**src/rtl/memory_bus_arbiter.sv**
```systemverilog
// Two-requester round-robin arbiter onto a single shared memory bus.
// One transaction at a time, with an IDLE cycle between grants and an optional timeout abort.
module memory_bus_arbiter #(
  parameter int ADDRESS_SIZE   = 15,
  parameter int TIMEOUT_CYCLES = 255
) (
  input  logic                    clock,
  input  logic                    reset,
  input  logic [ADDRESS_SIZE-1:0] m0Address,
  input  logic                    m0Strobe,
  input  logic                    m0WriteEnable,
  input  logic [31:0]             m0DataWrite,
  output logic [31:0]             m0DataRead,
  output logic                    m0Ready,
  output logic                    m0Error,
  input  logic [ADDRESS_SIZE-1:0] m1Address,
  input  logic                    m1Strobe,
  input  logic                    m1WriteEnable,
  input  logic [31:0]             m1DataWrite,
  output logic [31:0]             m1DataRead,
  output logic                    m1Ready,
  output logic                    m1Error,
  output logic [ADDRESS_SIZE-1:0] sAddress,
  output logic                    sStrobe,
  output logic                    sWriteEnable,
  output logic [31:0]             sDataWrite,
  input  logic [31:0]             sDataRead,
  input  logic                    sReady,
  output logic [1:0]              grant
);

  // A zero timeout still needs a one-bit counter to keep widths legal.
  localparam int CW = (TIMEOUT_CYCLES > 0) ? $clog2(TIMEOUT_CYCLES + 1) : 1;

  typedef enum logic [1:0] {
    IDLE   = 2'b00,
    GRANT0 = 2'b01,
    GRANT1 = 2'b10
  } state_e;

  state_e        state_q, state_d;
  logic          lastGrant_q, lastGrant_d;
  logic [CW-1:0] cnt_q, cnt_d;

  logic owner_strobe;
  logic timeout_hit;

  assign owner_strobe = (state_q == GRANT1) ? m1Strobe : m0Strobe;
  assign timeout_hit  = (TIMEOUT_CYCLES != 0) && (cnt_q == CW'(TIMEOUT_CYCLES));

  always_ff @(posedge clock or negedge reset) begin
    if (!reset) begin
      state_q     <= IDLE;
      lastGrant_q <= 1'b1;
      cnt_q       <= '0;
    end else begin
      state_q     <= state_d;
      lastGrant_q <= lastGrant_d;
      cnt_q       <= cnt_d;
    end
  end

  always_comb begin
    state_d     = state_q;
    lastGrant_d = lastGrant_q;
    cnt_d       = cnt_q;
    case (state_q)
      IDLE: begin
        cnt_d = '0;
        if (m0Strobe && m1Strobe) begin
          // Tie goes to whoever was not served last.
          state_d     = lastGrant_q ? GRANT0 : GRANT1;
          lastGrant_d = ~lastGrant_q;
        end else if (m0Strobe) begin
          state_d     = GRANT0;
          lastGrant_d = 1'b0;
        end else if (m1Strobe) begin
          state_d     = GRANT1;
          lastGrant_d = 1'b1;
        end
      end
      GRANT0, GRANT1: begin
        if (!owner_strobe || sReady || timeout_hit) begin
          state_d = IDLE;
          cnt_d   = '0;
        end else if (cnt_q != '1) begin
          cnt_d = cnt_q + CW'(1);
        end
      end
      default: state_d = IDLE;
    endcase
  end

  assign m0DataRead = sDataRead;
  assign m1DataRead = sDataRead;

  always_comb begin
    grant        = state_q;
    sAddress     = '0;
    sStrobe      = 1'b0;
    sWriteEnable = 1'b0;
    sDataWrite   = '0;
    m0Ready      = 1'b0;
    m1Ready      = 1'b0;
    m0Error      = 1'b0;
    m1Error      = 1'b0;
    case (state_q)
      GRANT0: begin
        sAddress     = m0Address;
        sStrobe      = m0Strobe;
        sWriteEnable = m0WriteEnable;
        sDataWrite   = m0DataWrite;
        m0Ready      = sReady && m0Strobe;
        m0Error      = m0Strobe && !sReady && timeout_hit;
      end
      GRANT1: begin
        sAddress     = m1Address;
        sStrobe      = m1Strobe;
        sWriteEnable = m1WriteEnable;
        sDataWrite   = m1DataWrite;
        m1Ready      = sReady && m1Strobe;
        m1Error      = m1Strobe && !sReady && timeout_hit;
      end
      default: ;
    endcase
  end

endmodule

```
**config.mk**
```make
export PLATFORM = sky130hd
export DESIGN_NAME = memory_bus_arbiter
export DESIGN_NICKNAME = d
export VERILOG_FILES = /design/src/rtl/memory_bus_arbiter.sv
export SDC_FILE = /design/constraint.sdc
export NUM_CORES = 1
export LEC_CHECK = 0
export CAP_MARGIN = 30
export CORE_AREA = 5 5 96 98
export DETAILED_ROUTE_END_ITERATION = 8
export DIE_AREA = 0 0 101 103
export DONT_BUFFER_PORTS = 1
export PLACE_DENSITY = 0.38
export SLEW_MARGIN = 10
export SYNTH_ARGS = -nofsm -noshare
export SYNTH_HDL_FRONTEND = slang
export SYNTH_SLANG_ARGS = --single-unit
export TNS_END_PERCENT = 20
```
**constraint.sdc**
```tcl
create_clock -name clock -period 5.8 [get_ports clock]
set_clock_uncertainty 0.2 [all_clocks]
set_input_delay 1.16 -clock clock [delete_from_list [all_inputs] [get_ports clock]]
set_output_delay 1.16 -clock clock [all_outputs]
set_load 0.05 [all_outputs]
```
==> run_results.csv <==
group,metric,value,unit
drt,vias,1449,
critical_path,cp.required,4.44,ns
clock_tree,cts_buffers,3,
cells_and_area,drive_above_1_share,0.09392,
synthesis,yosys_warnings,0,
drt,drc,0,
global_routing,grt_usage,0.09712,
worst_hold_path,hold_class,"reg -> reg",
place,gp_congestion,0.7103,
timing,drv_slew,0,
clock_tree,cts-hold-fix-buffers,0,
cells_and_area,final_cell_mix,"a22oi_1 (49), nor2b_1 (49), dfrtp_1 (10), nor2_1 (9), nand2_1 (8)",
timing,post-route-min-period,4.060,ns
synthesis,syn-cell-area,0.001884,mm²
synthesis,synth_seq_cells,11,
cells_and_area,utilization,0.1939,
global_routing,antenna_found_initial,0,
drt,wl_per_cell,20.07,µm
timing,fmax,0.2463,GHz
global_routing,grt_max_degree,53,
critical_path,path_class,"reg -> out",
floorplan,start_util,0.2248,
outcome,status,"completed",
synthesis,yosysTopAreaCell,"buf_4",
synthesis,synthCells,251,
power_and_ir_drop,power_density,798.2,mW/mm²
cells_and_area,instances_no_fill,289,
floorplan,rows,34,
cells_and_area,syn_to_final_growth,-13.74,%
cells_and_area,multi_input_area,0.001046,mm²
floorplan,die_area,0.01040,mm²
power_and_ir_drop,peakVddDrop,0.4680,mV
timing,fin_crit_sh,0.7000,
timing,setup_tns,0,ns
critical_path,endpoint_kind,"output pin",
drt,first_iter_violations,60,
cells_and_area,layout.nets,320,
timing,slew_headroom,0.3413,
global_routing,grt_remaining_overflow,0,
clock_tree,insertion_delay,0.24,ns
drt,first_pass_iters,4,
place,hpwl,4705,µm
clock_tree,postCtsSetupRepairBufs,0,
critical_path,worstPathArrival,2.70,ns
timing,rsz0062_at_grt,"false",
timing,finalHoldViolations,0,
synthesis,syn_nets,389,
flow_run,drv_cap,0,
cells_and_area,seq_area,276.5,µm²
critical_path,startpoint_type,"register",
clock_tree,h-tree-depth,1,
place,place_area,0.001525,mm²
global_routing,first_global_vias,1398,
clock_tree,cts.clk_slew.worst_paths,0.05,ns
synthesis,ys_seq_area_frac,0.1467,
timing,holdWs,0.3173,ns
clock_tree,cts_num_sinks,11,
drt,wl,5801,µm
place,dp.cells,283,
place,port_buffers,0,
synthesis,synth_top_area_share,0.2590,
clock_tree,postCtsResizedCells,0,
drt,vias_per_cell,5.014,
power_and_ir_drop,leakagePower,0.5461,nW
timing,setup-violations-final,0,
clock_tree,cts_root_buf,"clkbuf_8",
synthesis,synth.distinct_cells,31,
floorplan,core-area,0.008381,mm²
clock_tree,clk_path_buf_depth,2,
critical_path,worstPathMaxFanout,41,
cells_and_area,fillCellCount,939,
floorplan,dieWidth,101,µm
synthesis,synth.avg_cell_area,7.507,µm²
global_routing,grt_first_pass_wirelength,8059,µm
floorplan,die_y,103,µm
cells_and_area,final_cell_area,0.001625,mm²
cells_and_area,diodes,0,
drt,postRouteAntennaNets,0,
clock_tree,cts_tree,"built",
floorplan,ioPinCount,252,
timing,worst_pin_slew,0.9860,ns
synthesis,synthTopCellsByArea,"buf_4 (26%), a22oi_1 (20%), nor2b_1 (16%)",
-- flip-flops by register name (all words and copies together) (netlist names) --
| signal | cells |
|---|---|
| cnt_q | 8 |
| grant | 2 |
| lastGrant_q | 1 |
-- kinds of logic after synthesis --
kind of cell	Yosys count	share of synthesized area
buffers and inverters	86	0.3008
and+or+nand+nor	80	0.2430
AOI/OAI and AO/OA	64	0.2490
DFF	11	0.1467
adders and majority gates	5	0.03320
xor gates and xnor gates	3	0.01395
muxes	2	0.01328
-- cell type report --
type	count	share of cell area
multi-input cells	154	0.6436
well taps	108	0.08314
clock buffers	4	0.02771
inverters	4	0.009238
flip-flops and latches	11	0.1701
repair buffers	8	0.06620
-- synth_stat cells --
library cell  instances
ha_1                  5
nand3_1               3
xnor2_1               2
a22o_1                1
o22ai_1               1
buf_4                65
nand4_1               1
a22oi_1              49
and3_1                5
nand4b_1              1
dfstp_2               1
dfrtp_1              10
mux2i_1               1
or2_2                 1
o211a_1               1
o21bai_1              1
a32o_1                1
nor2b_1              49
clkbuf_1             17
o211ai_2              1
nor2_1                9
xor2_1                1
nor3_1                1
a21oi_1               4
and2b_1               1
a31oi_1               1
or4_1                 1
nand2_1               8
mux2_4                1
o21ai_0               4
inv_1                 4
-- critical path: stages, from the launching register on --
cell and delay (ns):
dfrtp_1 0.70, inv_1 0.17, ha_1 0.53, buf_8 0.24, nor2b_1 0.81
-- layer usage --
layer	share of wire	global-route usage	vias up	wire, µm
li1	-	-	667	-
met1	0.36	0.1103	660	2111
met2	0.53	0.1732	112	3060
met3	0.096	0.03924	10	555
met4	0.013	0.01840	0	73
met5	0	0	-	0
-- power by group --
part / switching (mW) / total [mW] / internal (mW)
sequential: 0.0401 / 0.132 / 0.0920
combinational: 0.782 / 1.09 / 0.303
clock: 0.0315 / 0.0800 / 0.0485
total: 0.854 / 1.30 / 0.444
-- metrics by stage --
| step | setup slack [ns] | power (mW) |
|---|---|---|
| 3_3_place_gp | 1.542 | 1.150 |
| 4_1_cts | 1.397 | 1.273 |
| 5_1_grt | 1.544 | 1.382 |
| 3_5_place_dp | 1.669 | 1.190 |
| 2_1_floorplan | 2.124 | 1.160 |
| 6_report | 1.740 | 1.297 |
-- worst paths after layout --
check	start	endpoint	slack (ns)	depth (start not counted)
min reg2reg	cnt_q[1]	cnt_q[1]	0.32	2
min	cnt_q[1]	cnt_q[1]	0.32	2
max in group asynchronous	reset	lastGrant_q	4.82	0
max reg2reg	grant[1]	cnt_q[4]	3.20	6
min in group asynchronous	reset	grant[1]	0.41	0
max	grant[1]	sDataWrite[9]	1.74	4
Power figures use the tool's default switching activity.
